File: config.mk
export PLATFORM = sky130hd
export DESIGN_NAME = display_scan
export DESIGN_NICKNAME = d
export VERILOG_FILES = /design/src/rtl/display_pkg.sv /design/src/rtl/display_scan_timer.sv /design/src/rtl/display_scan.sv
export SDC_FILE = /design/constraint.sdc
export NUM_CORES = 1
export LEC_CHECK = 0
export ABC_AREA = 1
export CAP_MARGIN = 20
export CORE_MARGIN = 5
export CORE_UTILIZATION = 25
export DETAILED_ROUTE_END_ITERATION = 16
export GPL_ROUTABILITY_DRIVEN = 0
export PLACE_DENSITY = 0.54
export SYNTH_ARGS = -nofsm -noshare
export SYNTH_HDL_FRONTEND = slang
export SYNTH_HIERARCHICAL = 1
export SYNTH_SLANG_ARGS = --single-unit
File: constraint.sdc
create_clock -name i_clk -period 5.5 [get_ports i_clk]
set_input_delay 0.825 -clock i_clk [delete_from_list [all_inputs] [get_ports i_clk]]
set_output_delay 0.825 -clock i_clk [all_outputs]
set_load 0.03 [all_outputs]
File: src/rtl/display_pkg.sv
// Shared constants and helpers for the multiplexed seven-segment display scanner.
package display_pkg;

  localparam int MAX_WIDTH = 64;

  // Segment and anode patterns are active-low, so "off" is all ones.
  localparam logic [MAX_WIDTH-1:0] SEG_BLANK = '1;

  function automatic int clog2(input int value);
    int w;
    w = 1;
    while ((1 << w) < value) w++;
    return w;
  endfunction

  // One bit of a one-hot-low anode vector: low only at the selected position.
  function automatic logic anode_low(input int sel, input int pos);
    return (sel != pos);
  endfunction

endpackage

File: src/rtl/display_scan_timer.sv
// Slot counter and modulo-N digit index; exposes next-state values so the
// top level can register outputs without an extra cycle of lag.
module scan_timer
  import display_pkg::*;
#(
  parameter int NB_DISPLAYS   = 8,
  parameter int PRESCALE_BITS = 14,
  parameter int DIGIT_W       = clog2(NB_DISPLAYS)
) (
  input  logic                     clk,
  input  logic                     rst_n,
  output logic [PRESCALE_BITS-1:0] cnt_next,
  output logic [DIGIT_W-1:0]       idx_next,
  output logic                     slot_start,
  output logic                     frame_tick
);

  localparam logic [PRESCALE_BITS-1:0] CNT_ONE  = PRESCALE_BITS'(1);
  localparam logic [PRESCALE_BITS-1:0] CNT_MAX  = '1;
  localparam logic [DIGIT_W-1:0]       IDX_ONE  = DIGIT_W'(1);
  localparam logic [DIGIT_W-1:0]       LAST_IDX = DIGIT_W'(NB_DISPLAYS - 1);

  logic [PRESCALE_BITS-1:0] cnt;
  logic [DIGIT_W-1:0]       idx;

  // NOTE: every output of a combinational block gets a default first, so no path can infer a latch.
  always_comb begin
    cnt_next   = cnt + CNT_ONE;
    slot_start = (cnt == CNT_MAX);
    idx_next   = idx;
    if (slot_start) begin
      // Explicit wrap: NB_DISPLAYS need not be a power of two.
      idx_next = (idx == LAST_IDX) ? '0 : idx + IDX_ONE;
    end
  end

  // NOTE: state registers use non-blocking assignments so all flops update from pre-edge values.
  always_ff @(posedge clk or negedge rst_n) begin
    if (!rst_n) begin
      cnt        <= '0;
      idx        <= '0;
      frame_tick <= 1'b0;
    end else begin
      cnt        <= cnt_next;
      idx        <= idx_next;
      frame_tick <= slot_start && (idx_next == '0);
    end
  end

endmodule

File: src/rtl/display_scan.sv
// Multiplexes NB_DISPLAYS seven-segment digits onto one segment bus with
// per-digit enable, PWM brightness, inter-digit blanking and a frame tick.
module display_scan
  import display_pkg::*;
#(
  parameter int NB_DISPLAYS   = 8,
  parameter int NB_SEG        = 8,
  parameter int PRESCALE_BITS = 14,
  parameter int BRIGHT_BITS   = 4,
  parameter int DEAD_CYCLES   = 16
) (
  input  logic                            i_clk,
  input  logic                            i_rst_n,
  input  logic [NB_DISPLAYS*NB_SEG-1:0]   i_seg,
  input  logic [NB_DISPLAYS-1:0]          i_en_mask,
  input  logic [BRIGHT_BITS-1:0]          i_brightness,
  output logic [NB_SEG-1:0]               o_seg,
  output logic [NB_DISPLAYS-1:0]          o_an,
  output logic [clog2(NB_DISPLAYS)-1:0]   o_digit,
  output logic                            o_frame_tick
);

  localparam int DIGIT_W = clog2(NB_DISPLAYS);
  localparam logic [PRESCALE_BITS-1:0] DEAD_LIM = PRESCALE_BITS'(DEAD_CYCLES);
  localparam logic [NB_SEG-1:0]        BLANK    = SEG_BLANK[NB_SEG-1:0];

  typedef struct packed {
    logic [NB_SEG-1:0]      seg;
    logic                   en;
    logic [BRIGHT_BITS-1:0] bright;
  } shadow_t;

  logic [PRESCALE_BITS-1:0] cnt_next;
  logic [DIGIT_W-1:0]       idx_next;
  logic                     slot_start;

  scan_timer #(
    .NB_DISPLAYS  (NB_DISPLAYS),
    .PRESCALE_BITS(PRESCALE_BITS),
    .DIGIT_W      (DIGIT_W)
  ) u_timer (
    .clk       (i_clk),
    .rst_n     (i_rst_n),
    .cnt_next  (cnt_next),
    .idx_next  (idx_next),
    .slot_start(slot_start),
    .frame_tick(o_frame_tick)
  );

  shadow_t               shadow, shadow_next;
  logic [NB_SEG-1:0]     seg_sel, seg_next;
  logic                  en_sel, lit;
  logic [NB_DISPLAYS-1:0] an_next;

  always_comb begin
    seg_sel     = BLANK;
    en_sel      = 1'b0;
    shadow_next = shadow;
    an_next     = '1;
    for (int k = 0; k < NB_DISPLAYS; k++) begin
      if (idx_next == DIGIT_W'(k)) begin
        seg_sel = i_seg[k*NB_SEG +: NB_SEG];
        en_sel  = i_en_mask[k];
      end
    end
    // Inputs are sampled only at slot start so a digit never changes mid-slot.
    if (slot_start) begin
      shadow_next = '{seg: seg_sel, en: en_sel, bright: i_brightness};
    end
    lit = (cnt_next >= DEAD_LIM) && shadow_next.en &&
          (cnt_next[PRESCALE_BITS-1 -: BRIGHT_BITS] < shadow_next.bright);
    if (lit) begin
      for (int k = 0; k < NB_DISPLAYS; k++) begin
        an_next[k] = anode_low(int'(idx_next), k);
      end
    end
    seg_next = lit ? shadow_next.seg : BLANK;
  end

  always_ff @(posedge i_clk or negedge i_rst_n) begin
    if (!i_rst_n) begin
      shadow  <= '{seg: BLANK, en: 1'b0, bright: '0};
      o_an    <= '1;
      o_seg   <= BLANK;
      o_digit <= '0;
    end else begin
      shadow  <= shadow_next;
      o_an    <= an_next;
      o_seg   <= seg_next;
      o_digit <= idx_next;
    end
  end

endmodule

==> run metrics <==
Buffers on Ports 97; die width 119 um; cell area power density 193 nW/um2; Post-Synth Simple-Gate Area 34.9%; worst path cell trace ha_1, nand2_2, nor2_2, nand2_2, nor2_4, inv_1, or2_2, o21ai_0, ha_1, o21ai_0, nand2_1, nand2_1, nand2_1, a21oi_2, nand3_1; achievable frequency 0.283 GHz; total congestion overflow after global routing 0; setup repair after global routing missed its margin no; Fin Hold WS 0.475 ns; number of buffers inserted to repair setup after CTS 0; post-cts repair resize count 0; number of iterations in the first detailed-routing pass 4; initial cell density of the core 25.7%; Compound-Gate Fraction of Synth Area 5.07%; # Max-Cap Violations 0; area added between synthesis and finish 42.3%; worst-case vdd ir drop 111 uV; global-route wire length before repair 14.0 mm; number of buffers inserted during clock tree synthesis 5; detailed placement HPWL 6.62 mm; sequential area share after synthesis 43.3%; pin count of the biggest net entering global routing 51; via density per instance 4.27; hold depth 1; clock-pin slew on the worst setup and hold paths 0.07 ns; Post-CTS Hold Buffers 0; proportion of synthesized area in mux cells 0%; Final Hold Violating Endpoints 0; Reg-to-Reg End o_seg[0]$_DFF_PN1_; number of antenna violations at the first check in global routing 0; max incr delay on CP 0.77 ns; Least-Margin Pin Slew 1.07 ns; final core occ 36.6%; diode insertion count for antenna repair 0; Total Routed Length 8.29 mm; nature of the critical path endpoint flop; hold wc startpoint u_timer/cnt[0]$_DFF_PN0_; die height 119 um; DRC violations left 0; Worst Setup Path Type reg2reg; clk sink count 50; Final ANT Viol Nets 0; number of global-route vias before repair 2769; Yosys warnings 6; startpoint of the worst register-to-register path u_timer/cnt[0]$_DFF_PN0_; final clock skew 0.00935 ns; initial detailed-routing violation count 115; synthesized-area fraction occupied by adder cells 2.53%; cell count after synthesis 364; synthesis-stage register bit count 50; buffer levels on the longest clock path 2; most numerous cell on the critical path sky130_fd_sc_hd__nand2_1; most common library cell in the layout ignoring fill and taps sky130_fd_sc_hd__clkdlybuf4s50_1; top-level I/O count 98; commonest cells after routing, fill and taps aside 96 x sky130_fd_sc_hd__clkdlybuf4s50_1, 58 x sky130_fd_sc_hd__nand2_1, 58 x sky130_fd_sc_hd__inv_1; fraction of synthesized cell area in xor and xnor cells 3.25%; Hold WC Path Type reg2reg; worst rel slew slack 27.9%; placed standard-cell area 4020 um2; area of the die 14100 um2; highest fanout seen on the critical path 16; number of core rows 39; fin crit period 3.53 ns; Final Setup Violations 0; total number of vias 2577; leakage power 1.93 nW; CTS tree done; global-route total usage across every layer 12.1%; FF-to-FF setup slack 1.97 ns; status finished, final reports clean; average size of a mapped cell 8.14 um2; aggregate negative setup slack 0 ns; required time worst endpoint 5.69 ns; arrival time at the worst endpoint 3.72 ns; number of pins with negative max-slew slack in the final report 0; cell with the largest stage delay on the worst path sky130_fd_sc_hd__a21oi_2; Pwr Total 0.814 mW; area of all placed cells without fillers 4210 um2; Root Buffer sky130_fd_sc_hd__clkbuf_16; worst reg-to-reg path cell count 15; Synth Cell Area 2960 um2; # nets final 543; worst-case hold path end point u_timer/cnt[0]$_DFF_PN0_; Std-Cell Core Area 11500 um2; routed wire length per instance 13.7 um; H-tree levels 2; share of cells above drive strength 1 18.9%; post-route clock period utilization 64.2%; dominant combinational cell family by area after synthesis simple AND/OR/NAND/NOR gates; clock latency at the later pin of the worst-skew pair 0.29 ns; number of unique standard cell types used by synthesis 31; kind of start point of the critical path flop; net count after synthesis 448
[power by group]
group,internal [mW],switching [mW],leakage [nW]
Sequential,0.372,0.000589,0.595
Combinational,0.0558,0.0281,1.25
Clock,0.217,0.140,0.0844
[Yosys cell counts (all sizes together)]
cell    instances  area share, %
a21oi          19            3.7
buf             8            2.6
clkbuf          2           0.25
dfrtp          26             22
dfstp          24             21
ha              6            2.5
inv            64            8.1
nand2          65            9.2
nand3          34            7.9
nand3b         11            2.8
nand4           9            1.9
nor2           58            8.4
nor3            5            1.8
nor4            2           0.42
o21ai           8            1.4
or2            12            2.5
xnor2           5            1.5
xor2            6            1.8
[area by class of cell]
class	instances	area, um2
Fill cell	1220	7300
Tap cell	143	179
Inverter	64	240
Clock inverter	3	47.5
Multi-Input combinational cell	240	1360
Timing Repair Buffer	98	986
Clock buffer	5	125
Sequential cell	50	1280
[metrics by stage]
stage / setup WS, ns / cells
6_report: 1.97 / 603
5_1_grt: 1.51 / 603
4_1_cts: 1.90 / 602
3_5_place_dp: 1.93 / 594
3_3_place_gp: 2.04 / 594
2_1_floorplan: 2.86 / 364
[per-layer routing]
layer | vias to the layer above | part of all wire (%) | track usage (%)
met3 | 8 | 7.0 | 3.65
met5 | - | 0 | 0
li1 | 1321 | - | -
met4 | 0 | 0.87 | 2.53
met1 | 1170 | 47 | 16.6
met2 | 78 | 45 | 18.9
[state kept, by name, indices dropped and copies added (netlist names)]
register,count
o_seg,8
u_timer/frame_tick,1
u_timer/cnt,14
o_an,8
o_digit,3
shadow,13
u_timer/idx,3
[cells by family after synthesis]
family / after synthesis
flip-flops: 50
XOR/XNOR: 11
buffers and inverters: 74
adder cells (fa/ha/maj): 6
AND/OR/NAND/NOR: 196
AO/OA/AOI/OAI: 27
[critical path: cells and delay by family (launching register included)]
kind                       cells  cell delay [ns]
and+or+nand+nor                9             1.29
AOI/OAI and AO/OA              3             0.94
adders and majority gates      2             0.50
DFF                            1             0.39
buffers and inverters          1             0.29
[worst max path at each step]
stage	startpoint	endpoint	slack, ns	cells after the start
2_1_floorplan	u_timer/cnt[0]$_DFF_PN0_	o_seg[3]$_DFF_PN1_	2.86	15
3_3_place_gp	u_timer/cnt[0]$_DFF_PN0_	o_seg[0]$_DFF_PN1_	2.04	15
3_5_place_dp	u_timer/cnt[0]$_DFF_PN0_	o_seg[1]$_DFF_PN1_	1.93	15
4_1_cts	u_timer/cnt[0]$_DFF_PN0_	o_seg[1]$_DFF_PN1_	1.90	15
5_1_grt	u_timer/cnt[0]$_DFF_PN0_	o_seg[1]$_DFF_PN1_	1.51	15
6_report	u_timer/cnt[0]$_DFF_PN0_	o_seg[0]$_DFF_PN1_	1.97	15
No activity file was read; power rests on OpenSTA's default activity.
